`src/rtl/wrr_lock_arbiter.sv`:
```
// 4-requester weighted round-robin arbiter with grant locking for up to weight[i] beats.
// Optional stall timeout release when WRR_TIMEOUT_EN is defined.
module wrr_lock_arbiter #(
  parameter int unsigned WEIGHT_W = 4,
  parameter int unsigned TIMEOUT  = 64
) (
  input  logic                  clk,
  input  logic                  rst,
  input  logic [3:0]            req,
  input  logic                  rdy,
  input  logic                  cfg_we,
  input  logic [4*WEIGHT_W-1:0] cfg_wdata,
  output logic [3:0]            gnt,
  output logic                  gnt_vld,
  output logic [1:0]            gnt_id,
  output logic [WEIGHT_W-1:0]   credit,
  output logic                  timeout
);

  typedef enum logic {IDLE, GRANT} state_e;

  state_e              state_q;
  logic [3:0]          gnt_q;
  logic                gnt_vld_q;
  logic [1:0]          gnt_id_q;
  logic [1:0]          ptr_q;
  logic [WEIGHT_W-1:0] credit_q;
  logic [WEIGHT_W-1:0] weight_q [4];

  logic                beat;
  logic                tmo_fire;
  logic                rel;
  logic                arb;
  logic                pick_vld;
  logic [1:0]          pick_id;
  logic [1:0]          idx;
  logic [WEIGHT_W-1:0] pick_w;
  logic [WEIGHT_W-1:0] pick_eff;

  // Search order ptr+1, ptr+2, ptr+3, ptr: the holder re-wins only when it is the sole requester.
  always_comb begin
    pick_vld = 1'b0;
    pick_id  = ptr_q;
    idx      = ptr_q;
    for (int unsigned k = 1; k <= 4; k++) begin
      idx = ptr_q + 2'(k);
      if (!pick_vld && req[idx]) begin
        pick_vld = 1'b1;
        pick_id  = idx;
      end
    end
    pick_w   = weight_q[pick_id];
    pick_eff = (pick_w == '0) ? WEIGHT_W'(1) : pick_w;
  end

  assign beat = gnt_vld_q & req[gnt_id_q] & rdy;
  assign rel  = (state_q == GRANT) &
                (~req[gnt_id_q] | (beat & (credit_q == WEIGHT_W'(1))) | tmo_fire);
  assign arb  = (state_q == IDLE) | rel;

`ifdef WRR_TIMEOUT_EN
  localparam int unsigned ST_W = (TIMEOUT < 2) ? 1 : $clog2(TIMEOUT + 1);
  logic [ST_W-1:0] stall_q;
  logic            stalled;
  logic            timeout_q;

  assign stalled  = gnt_vld_q & req[gnt_id_q] & ~rdy;
  assign tmo_fire = stalled & (stall_q == ST_W'(TIMEOUT - 1));
  assign timeout  = timeout_q;

  always_ff @(posedge clk) begin
    if (rst) begin
      stall_q   <= '0;
      timeout_q <= 1'b0;
    end else begin
      timeout_q <= tmo_fire;
      if (arb || !stalled) stall_q <= '0;
      else                 stall_q <= stall_q + ST_W'(1);
    end
  end
`else
  assign tmo_fire = 1'b0;
  assign timeout  = 1'b0;
`endif

  always_ff @(posedge clk) begin
    if (rst) begin
      state_q   <= IDLE;
      gnt_q     <= '0;
      gnt_vld_q <= 1'b0;
      gnt_id_q  <= '0;
      credit_q  <= '0;
      ptr_q     <= 2'd3;
      for (int unsigned i = 0; i < 4; i++) weight_q[i] <= WEIGHT_W'(1);
    end else begin
      if (cfg_we) begin
        for (int unsigned i = 0; i < 4; i++) weight_q[i] <= cfg_wdata[i*WEIGHT_W +: WEIGHT_W];
      end
      if (arb) begin
        if (pick_vld) begin
          state_q   <= GRANT;
          gnt_q     <= 4'b0001 << pick_id;
          gnt_vld_q <= 1'b1;
          gnt_id_q  <= pick_id;
          credit_q  <= pick_eff;
          ptr_q     <= pick_id;
        end else begin
          state_q   <= IDLE;
          gnt_q     <= '0;
          gnt_vld_q <= 1'b0;
          gnt_id_q  <= '0;
          credit_q  <= '0;
        end
      end else if (beat) begin
        credit_q <= credit_q - WEIGHT_W'(1);
      end
    end
  end

  assign gnt     = gnt_q;
  assign gnt_vld = gnt_vld_q;
  assign gnt_id  = gnt_id_q;
  assign credit  = credit_q;

endmodule

```
`config.mk`:
```
export PLATFORM = sky130hd
export DESIGN_NAME = wrr_lock_arbiter
export DESIGN_NICKNAME = d
export VERILOG_FILES = /design/src/rtl/wrr_lock_arbiter.sv
export SDC_FILE = /design/constraint.sdc
export NUM_CORES = 1
export LEC_CHECK = 0
export CORE_UTILIZATION = 49
export DETAILED_ROUTE_END_ITERATION = 10
export MAX_ROUTING_LAYER = met4
export PLACE_DENSITY = 0.75
export SLEW_MARGIN = 20
export SYNTH_ARGS = -nofsm -noshare
export SYNTH_HDL_FRONTEND = slang
export SYNTH_SLANG_ARGS = --single-unit
```
`constraint.sdc`:
```
create_clock -name clk -period 2.5 [get_ports clk]
set_input_delay 0.25 -clock clk [delete_from_list [all_inputs] [get_ports clk]]
set_output_delay 0.25 -clock clk [all_outputs]
set_load 0.02 [all_outputs]
```
== Word-level counts from Yosys, hierarchy flattened ==
Memory sizes are Yosys's and may differ from the RTL's.
Cells that the tools add are included.

* Register bits after elaboration: 13
* Input bits: 24
* Memories kept: 1
* Word-level logic and storage cells: 72
* Output and inout port bits: 12
* Memory bits (writable): 16

{| class="wikitable"
|+ Memory list
! memory !! words !! width !! rd ports !! clocked after Yosys merged registers in !! write ports !! line !! RTL
|-
| weight_q || 4 || 4 || 1 || 0 || 4 || 28 || <nowiki>logic [WEIGHT_W-1:0] weight_q [4];</nowiki>
|}

* Bitwise logic cells: 12
* Eq/ne operators: 1
* Add/sub/neg operators: 4
* Reduce and logical (&&, ||, !) cells: 9
* Shifts and indexed selects: 1
* Mux-type cells: 34
* Order comparisons: 5

{| class="wikitable"
|+ Operators with widths
! cell !! number
|-
| 4-bit 2-to-1 mux || 9
|-
| 2-bit by 3-bit less-than comparator with 1-bit output, second input constant || 5
|-
| 1-bit 2-to-1 mux || 15
|-
| 1-bit binary-select mux with 2-bit select || 5
|-
| 2-bit 2-to-1 mux || 5
|-
| 1-bit OR || 6
|-
| 2-bit adder, second input constant || 2
|-
| 1-bit bitwise AND || 4
|-
| 4-bit by 1-bit equality test with 1-bit output, second input constant || 1
|-
| 4-bit logical NOT || 1
|-
| 1-bit by 2-bit left shift with 4-bit output, first input constant || 1
|-
| 4-bit by 1-bit subtractor with 4-bit output, second input constant || 1
|-
| 1-bit logical AND || 3
|-
| 1-bit logical NOT || 3
|-
| 2-bit by 1-bit adder with 2-bit output, second input constant || 1
|-
| 1-bit NOT || 2
|-
| 2-bit AND reduction || 1
|-
| 2-bit nonzero test || 1
|}

== Depth between registers and ports, before layout ==
Gate-level depths: netlist of run 1.
An unclocked memory read counts as a cell.

* Depth in word-level cells: 18
* Depth in mapped cells: 8

== Worst setup path after synthesis of run 1 ==
Ideal clock, no wire load.

* Path kind: reg2reg
* From: register gnt_id_q[0], in the netlist gnt_id[0]
* To: register ptr_q[1]
* Buffers on the path: 0
* Arrival: 1.734 ns
* Setup slack: 0.644 ns
* Library setup time: 0.122 ns
* Clock period less this slack: 1.856 ns
* Cell stages (with the launch flop): 5
* Path through: dfxtp_1 > mux4_2 > and3_4 > or2_4 > a221o_1

* Longest elaborated chain between the ends: 9

{| class="wikitable"
|+ Ends and longest elaborated chain
! element !! line !! RTL
|-
| from (decl) || 25 || <nowiki>logic [1:0] gnt_id_q;</nowiki>
|-
| from (signal assigned) || 104 || <nowiki>gnt_id_q <= pick_id;</nowiki>
|-
| 1-bit binary-select mux with 2-bit select * || 56, 58 ||
|-
| 1-bit 2-to-1 mux (implied by the code) * || 56, 58 ||
|-
| 1-bit bitwise AND (2 in a row) || 56 || <nowiki>assign beat = gnt_vld_q & req[gnt_id_q] & rdy;</nowiki>
|-
| 1-bit bitwise AND || 58 || <nowiki>(~req[gnt_id_q] | (beat & (credit_q == WEIGHT_W'(1))) | tmo_fire);</nowiki>
|-
| 1-bit OR * || 58 ||
|-
| 1-bit bitwise AND * || 57 || <nowiki>assign rel = (state_q == GRANT) &</nowiki>
|-
| 1-bit OR * || 59 || <nowiki>assign arb = (state_q == IDLE) | rel;</nowiki>
|-
| 2-bit AND reduction (no line) * || - ||
|-
| to (signal assigned) || 106 || <nowiki>ptr_q <= pick_id;</nowiki>
|-
| to (decl) || 26 || <nowiki>logic [1:0] ptr_q;</nowiki>
|}

Mark *: on every way between the ends. The rest lies on a longest branch, timed or not. The select of a mux whose other input is x is not followed.
A chain may end at the register's enable or synchronous reset.

== Worst setup path in the final report of run 1 ==
* From: input req[3]
* To: register credit_q[1], in the netlist credit[1]

* Longest elaborated chain between the ends: 17

{| class="wikitable"
|+ Ends and longest elaborated chain
! element !! line !! RTL
|-
| from (decl) || 9 || <nowiki>input logic [3:0] req,</nowiki>
|-
| 1-bit binary-select mux with 2-bit select || 47 || <nowiki>if (!pick_vld && req[idx]) begin</nowiki>
|-
| 1-bit 2-to-1 mux (implied by the code) || 47 ||
|-
| 1-bit 2-to-1 mux || 47 ||
|-
| 1-bit logical NOT || 47 ||
|-
| 1-bit logical AND || 47 ||
|-
| 1-bit 2-to-1 mux || 47 ||
|-
| 1-bit logical NOT || 47 ||
|-
| 1-bit logical AND || 47 ||
|-
| 1-bit 2-to-1 mux || 47 ||
|-
| 1-bit logical NOT || 47 ||
|-
| 1-bit logical AND || 47 ||
|-
| 2-bit 2-to-1 mux || 47 ||
|-
| memory read 4 x 4 bit || - ||
|-
| 4-bit logical NOT || 53 || <nowiki>pick_eff = (pick_w == '0) ? WEIGHT_W'(1) : pick_w;</nowiki>
|-
| 4-bit 2-to-1 mux || 53 ||
|-
| 4-bit 2-to-1 mux || 100 || <nowiki>if (pick_vld) begin</nowiki>
|-
| 4-bit 2-to-1 mux || 99 || <nowiki>if (arb) begin</nowiki>
|-
| to (signal assigned) || 105 || <nowiki>credit_q <= pick_eff;</nowiki>
|-
| to (signal assigned) || 115 || <nowiki>credit_q <= credit_q - WEIGHT_W'(1);</nowiki>
|-
| to (decl) || 27 || <nowiki>logic [WEIGHT_W-1:0] credit_q;</nowiki>
|}

Parallel ways exist; a longest one is shown, timed or not. The select of a mux whose other input is x is not followed.

==> results of run 1 <==
[sequential cells by signal, summed over array words and instances (netlist names)]
name      cells
credit        4
gnt           4
gnt_id        2
gnt_vld       1
ptr_q         2
weight_q     16
[kinds of logic after synthesis]
family          synth area share (%)
simple gates                    22.9
compound gates                  19.1
flops                           47.0
buf+inv                         5.08
mux                             3.57
fa+ha+maj                       1.59
other cells                    0.238
xor+xnor                       0.556
[power groups by stage]
stage,registers [mW],clock network (mW),logic [mW]
after global routing,0.629,0.320,0.549
final,0.620,0.296,0.503
after CTS,0.620,0.307,0.505
after detailed placement,0.631,0,0.503
after global placement,0.628,0,0.493
after floorplan,0.653,0,0.307
[placed cells by master (no fill, tap or decap), types with 2 or more instances in the layout]
cell             netlist  layout
a211oi_1               4       4
a21oi_1                8       8
a32oi_1                4       4
and2_1                12      12
and3_1                 2       2
buf_4                  3       3
clkbuf_1               2       2
clkbuf_4               0       5
clkdlybuf4s50_1        0      34
dfxtp_1               13      13
edfxtp_1              16      16
ha_1                   2       2
inv_1                 11      11
mux2_2                 3       3
nand2_1                8       8
nand2b_1               6       6
nand3_1                5       5
nor2_1                10      10
nor2b_1                3       3
nor3_1                 4       4
nor3_2                 2       2
nor4_1                 2       2
o211ai_1               2       2
o21ai_0                2       2
o221a_2                2       2
or2_2                  2       2
[path summary, 6_finish.rpt]
kind	endpoint	slack [ns]	cells after the start
hold reg to reg	gnt[0]	0.46	2
setup reg to reg	credit[1]	0.52	7
setup / recovery	credit[1]	0.50	7
hold / removal	gnt[0]	0.46	2
[metal layers]
| metal | wire length (um) | vias up |
|---|---|---|
| li1 | - | 650 |
| met1 | 1490 | 593 |
| met2 | 1470 | 35 |
| met3 | 167 | 6 |
| met4 | 70 | 0 |
| met5 | 0 | - |
[tightest hold or removal path: stages, from the launching register on]
cell	delay, ns
dfxtp_1	0.32
nand2_1	0.05
a21oi_1	0.05
[stage by stage]
stage	hold WS, ns	worst slack [ns]	power [mW]	std cells
floorplan	0.407	0.644	0.961	155
global placement	0.441	0.237	1.12	230
detailed placement	0.458	0.174	1.13	230
CTS	0.470	0.518	1.43	238
global route	0.500	0.367	1.50	238
finish	0.462	0.504	1.42	238
[layout make-up]
class / instances / area (um2) / share of cell area (%)
flip-flops and latches: 29 / 741 / 36.7
well taps: 44 / 55.1 / 2.73
clock buffers: 8 / 58.8 / 2.91
multi-input cells: 108 / 756 / 37.4
repair buffers: 37 / 363 / 18.0
inverters: 12 / 45.0 / 2.23
==> summary.txt, run 1 <==
Worst setup path
  • Cell family contributing the most delay on the critical path: compound AO/OA/AOI/OAI gates
  • Cell Chain, Critical Path: clkdlybuf4s50_1 -> or2_1 -> a31oi_2 -> nand2_2 -> a211oi_2 -> nor3_2 -> o221a_1
  • Data required time of the worst path: 2.73 ns
  • Worst Setup End Kind: register
  • Setup crit start: req[3]
  • Critical-path maximum fanout: 7
  • Slowest CP cell: clkdlybuf4s50_1
  • Worst endpoint data arrival time: 2.23 ns
  • Bufs and invs on worst path: 1
  • R2r startpoint: ptr_q[1]
  • Crit path largest cell delay: about 0.52 ns
  • Kind of critical path: input port to register
  • CP startpoint kind: input port

STA
  • Final hold viol count: 0
  • RSZ-0062 raised after global routing: false
  • Least-Margin Pin Slew: 0.502 ns
  • Fin crit share: 79.8%
  • Rel. slew slack: 66.4%
  • Setup TNS Final: 0 ns
  • Achievable frequency: between 500 and 600 MHz
  • Clock Skew: 0.00819 ns
  • Crit path time final: approximately 2 ns
  • Final Max Slew Viols: 0
  • # setup viols final: 0

Clock network
  • CTS tree: done
  • CTS clk-pin slew, worst paths: approximately 0.090 ns
  • CTS hold repair buffers: 0
  • CTS buffer count: 5
  • Clock Tree Buf Depth: 2
  • Post-CTS Setup Inserts: 0
  • H-tree levels: 2
  • Clock Latency Late Sink: between 0.3 and 0.4 ns
  • CTS sink count: 29
  • Clock Root Buffer: clkbuf_4
  • CTS-repair resized insts: 0

Power and ir drop
  • VDD IR-drop max: around 0.35 mV
  • Pwr Density: ~700 nW/um2
  • Reg power frac: between 40% and 50%
  • Clock power frac: 20.9%
  • Leak Pwr: approximately 0.76 nW
  • Int Power: between 0.9 and 1 mW
  • Combinational share of power: 35.4%
  • Sw frac: 33.0%
  • P_sw: roughly 0.47 mW

Global routing
  • Antenna violations before repair: 0
  • Vias in the first global route: roughly 1,100
  • Global-route wire length before repair: roughly 5000 um
  • Busiest grt layer: met2
  • Largest net degree at the start of global routing: 17
  • Met3 Use GR: 5.93%
  • GRT Resource Usage Total: around a fifth
  • Met2 global-route usage: between 30% and 40%
  • Met1 usage: a little over a quarter
  • GRT overflow: 0

Routing
  • Routed Antenna Nets: 0
  • Vias per cell: around 5.4
  • Post-route DRC: 0
  • Iteration-0 DRC Markers: just under 60
  • Drt first pass iters: 4
  • Drt total wl: approximately 3200 um
  • Routed length per instance: 13.4 um
  • Via count: about 1,300

Placement
  • Port buffer count: 34
  • Final RePlAce weighted congestion: a little under 0.9
  • Placement Cell Area: approximately 2000 um2
  • Final HPWL DP: between 2000 and 2500 um

Synthesis
  • Syn Nets: between 150 and 200
  • Synth Instances: between 150 and 200
  • Yosys cell types: 51
  • Synthesis warning total: 0
  • Most frequent cell after synthesis: edfxtp_1
  • Seq cells post-synth: 29
  • Post-Syn Area: approximately 1600 um2
  • Cell taking the most area after synthesis: edfxtp_1
  • Sequential element share of the synthesized area: between 40% and 50%
  • Mean area per synthesized cell: slightly above 10 um2
  • Top cell type's share of synthesized area: ~30%
  • Synth area leaders: edfxtp_1 30%, dfxtp_1 17%, and2_1 4.8%, inv_1 2.6%, a21oi_1 2.5%
  • Ys flop type: edfxtp_1
  • Fraction of registers with async set/reset: 0%
  • Synth top cells by count: 16 x edfxtp_1, 13 x dfxtp_1, 12 x and2_1
  • Post-synth EDFFs: 16

Floorplanning
  • Die ar.: approximately 3400 um2
  • DIE WIDTH: 58.7 um
  • Die extent in y: ~60 um
  • CORE AREA: 3050 um2
  • Ports: 36
  • Number of core rows: 20
  • Initial Utilization: just over 50%

Worst hold path
  • Hold crit path type: register to register
  • HP Start: gnt[0]

Run status
  • Status: completed

Finish
  • Final net count: approximately 220
  • Ant. Diodes: 0
  • Area delta synth->final: 28.0%
  • Final core utilization: roughly two thirds
  • # fillers: about 280
  • Post-route cell area: a little over 2000 um2
  • Share of layout cells above drive strength 1: roughly 14%

Run
  • MaxCap Viol Count: 0
(Power assumes the default switching activity.)
==> run 2: changes to the inputs <==
==> constraint.sdc (replaced) <==
create_clock -name clk -period 1.93 [get_ports clk]
set_input_delay 0.193 -clock clk [delete_from_list [all_inputs] [get_ports clk]]
set_output_delay 0.193 -clock clk [all_outputs]
set_load 0.02 [all_outputs]
==> run 2 against run 1 <==
Net effect: final area up 11%; largest power group unchanged; utilization rose by 7.1 points; worst hold slack better by 0.00076 ns; global-route usage is 3.6 points higher; register-to-register slack worse by 0.47 ns; sequential share of layout area down 3.4 points; routed wire length increased by 21%.
==> summary.txt, run 2 (synthesis results as in run 1) <==
Placement
  • Port buffer count: 34 (unchanged)
  • Final HPWL DP: 2940 um (+21%)
  • Placed cell count: 249 (+8.3%)
  • Dpl ws: -0.338 ns (-0.512 ns)
  • Final RePlAce weighted congestion: 0.936 (+7.4%)

Finish
  • Ant. Diodes: 0 (unchanged)
  • Most common library cell in the layout ignoring fill and taps: clkdlybuf4s50_1
  • Most flop-heavy register: weight_q
  • Area delta synth->final: 41.7%
  • Max reg flops: 16 (unchanged)
  • Share of layout cells above drive strength 1: 24.9% (+11 points)
  • Non-Filler Instances: 257 (+8.0%)
  • Final core utilization: 73.2% (+7.1 points)
  • Final net count: 238 (+8.7%)
  • Most frequent cells in the layout: 33 x clkdlybuf4s50_1, 21 x buf_4, 16 x edfxtp_1

STA
  • Crit path time final: 1.88 ns
  • Achievable frequency: 533 MHz
  • # setup viols final: 0 (unchanged)
  • Fin worst setup slack: 0.0547 ns (-0.449 ns)
  • Final Max Slew Viols: 0 (unchanged)
  • Clock Skew: 0.0135 ns (+0.00531 ns)
  • Final hold viol count: 0 (unchanged)
  • Fin crit share: 97.2%

Worst setup path
  • Crit path largest cell delay: 0.43 ns (-0.09 ns)
  • Critical-path maximum fanout: 6 (-1)
  • CP startpoint kind: register
  • Worst Setup End Kind: register
  • Data required time of the worst path: 2.22 ns (-0.51 ns)
  • Cell Chain, Critical Path: nand2b_1 -> a21oi_1 -> a221oi_2 -> mux2_2 -> nor2_1 -> o221a_2
  • Kind of critical path: register to register
  • Worst endpoint data arrival time: 2.16 ns (-0.07 ns)
  • Slowest CP cell: dfxtp_2

Worst hold path
  • Hold crit path type: register to register

Clock network
  • CTS-repair resized insts: 0 (unchanged)
  • CTS tree: done
  • CTS hold repair buffers: 0 (unchanged)
  • Clock Latency Late Sink: 0.33 ns (about the same)
  • Post-CTS Setup Inserts: 0 (unchanged)
  • CTS sink count: 29 (unchanged)
  • CTS buffer count: 5 (unchanged)
  • CTS clk-pin slew, worst paths: 0.10 ns (about the same)
  • Clock Root Buffer: clkbuf_4
  • H-tree levels: 2 (unchanged)
  • Clock Tree Buf Depth: 2 (unchanged)

Global routing
  • Vias in the first global route: 1,358 (+24%)
  • Global-route wire length before repair: 6070 um (+20%)
  • GRT overflow: 0 (unchanged)
  • GRT Resource Usage Total: 24.5% (+3.6 points)
  • Antenna violations before repair: 0 (unchanged)
  • Largest net degree at the start of global routing: 17 (unchanged)

Routing
  • Drt total wl: 3860 um (+21%)
  • Via count: 1,378 (+7.3%)
  • Routed length per instance: 15.0 um (+12%)
  • Vias per cell: 5.36 (-0.61%)
  • Iteration-0 DRC Markers: 77 (+31%)
  • Post-route DRC: 0 (unchanged)
  • Drt first pass iters: 5 (+1)
  • Routed Antenna Nets: 0 (unchanged)

Floorplanning
  • Die extent in y: 58.7 um (unchanged)
  • DIE WIDTH: 58.7 um (unchanged)
  • Initial Utilization: 51.6% (unchanged)
  • Ports: 36 (unchanged)
  • Number of core rows: 20 (unchanged)
  • CORE AREA: 3050 um2 (unchanged)
  • Die ar.: 3450 um2 (unchanged)

Power and ir drop
  • Total Power: 2.04 mW (+43%)
  • Reg power frac: 39.7% (-4.0 points)
  • Leak Pwr: 0.875 nW (+15%)
  • Pwr Density: 912 nW/um2 (+30%)
  • Clock power frac: 21.0% (about the same)
  • Combinational share of power: 39.3% (+3.9 points)
  • P_sw: 0.686 mW (+46%)
  • VDD IR-drop max: 0.608 mV (+71%)
  • Int Power: 1.35 mW (+42%)
  • Sw frac: 33.7% (+0.64 points)

Run status
  • Status: completed

Run
  • MaxCap Viol Count: 0 (unchanged)
run 2: power by group through the flow:
stage / logic, mW / clock network [mW] / registers, mW
floorplan: 0.398 / 0 / 0.846
global placement: 0.727 / 0 / 0.809
detailed placement: 0.760 / 0 / 0.816
CTS: 0.764 / 0.432 / 0.801
global route: 0.863 / 0.455 / 0.817
finish: 0.801 / 0.427 / 0.808
run 2: critical path, delay by kind of cell, from the launching register on:
kind | cells | cell delay (ns)
flops | 1 | 0.43
mux | 1 | 0.40
compound gates | 3 | 0.64
simple gates | 2 | 0.35
run 2: path summary, 6_finish.rpt:
check	from	end	slack, ns	depth (start not counted)
worst max-delay path	ptr_q[1]	credit[2]	0.05	6
worst min-delay path	gnt[0]	gnt[0]	0.46	2
worst max register to register	ptr_q[1]	credit[2]	0.05	6
worst min register to register	gnt[0]	gnt[0]	0.46	2
run 2: layer usage:
layer / vias up / track usage (%) / wire length [um]
met3: 5 / 5.93 / 256
met1: 630 / 29.2 / 1540
li1: 683 / - / -
met2: 60 / 41.6 / 2040
met4: 0 / 6.12 / 31
met5: - / - / 0
run 2: final cells by class:
type	count	area (um2)
Clock buffer	7	65.1
Clock inverter	1	5.00
Fill cell	243	818
Inverter	12	45.0
Multi-Input combinational cell	108	801
Sequential cell	29	743
Tap cell	44	55.1
Timing Repair Buffer	56	520
run 2: metrics by stage:
stage / TNS [ns] / hold WS (ns) / area (um2)
finish: 0 / 0.462 / 2230
global route: -0.0405 / 0.480 / 2230
CTS: 0 / 0.465 / 2180
detailed placement: -1.91 / 0.449 / 2110
global placement: -1.17 / 0.443 / 2110
floorplan: 0 / 0.350 / 1580
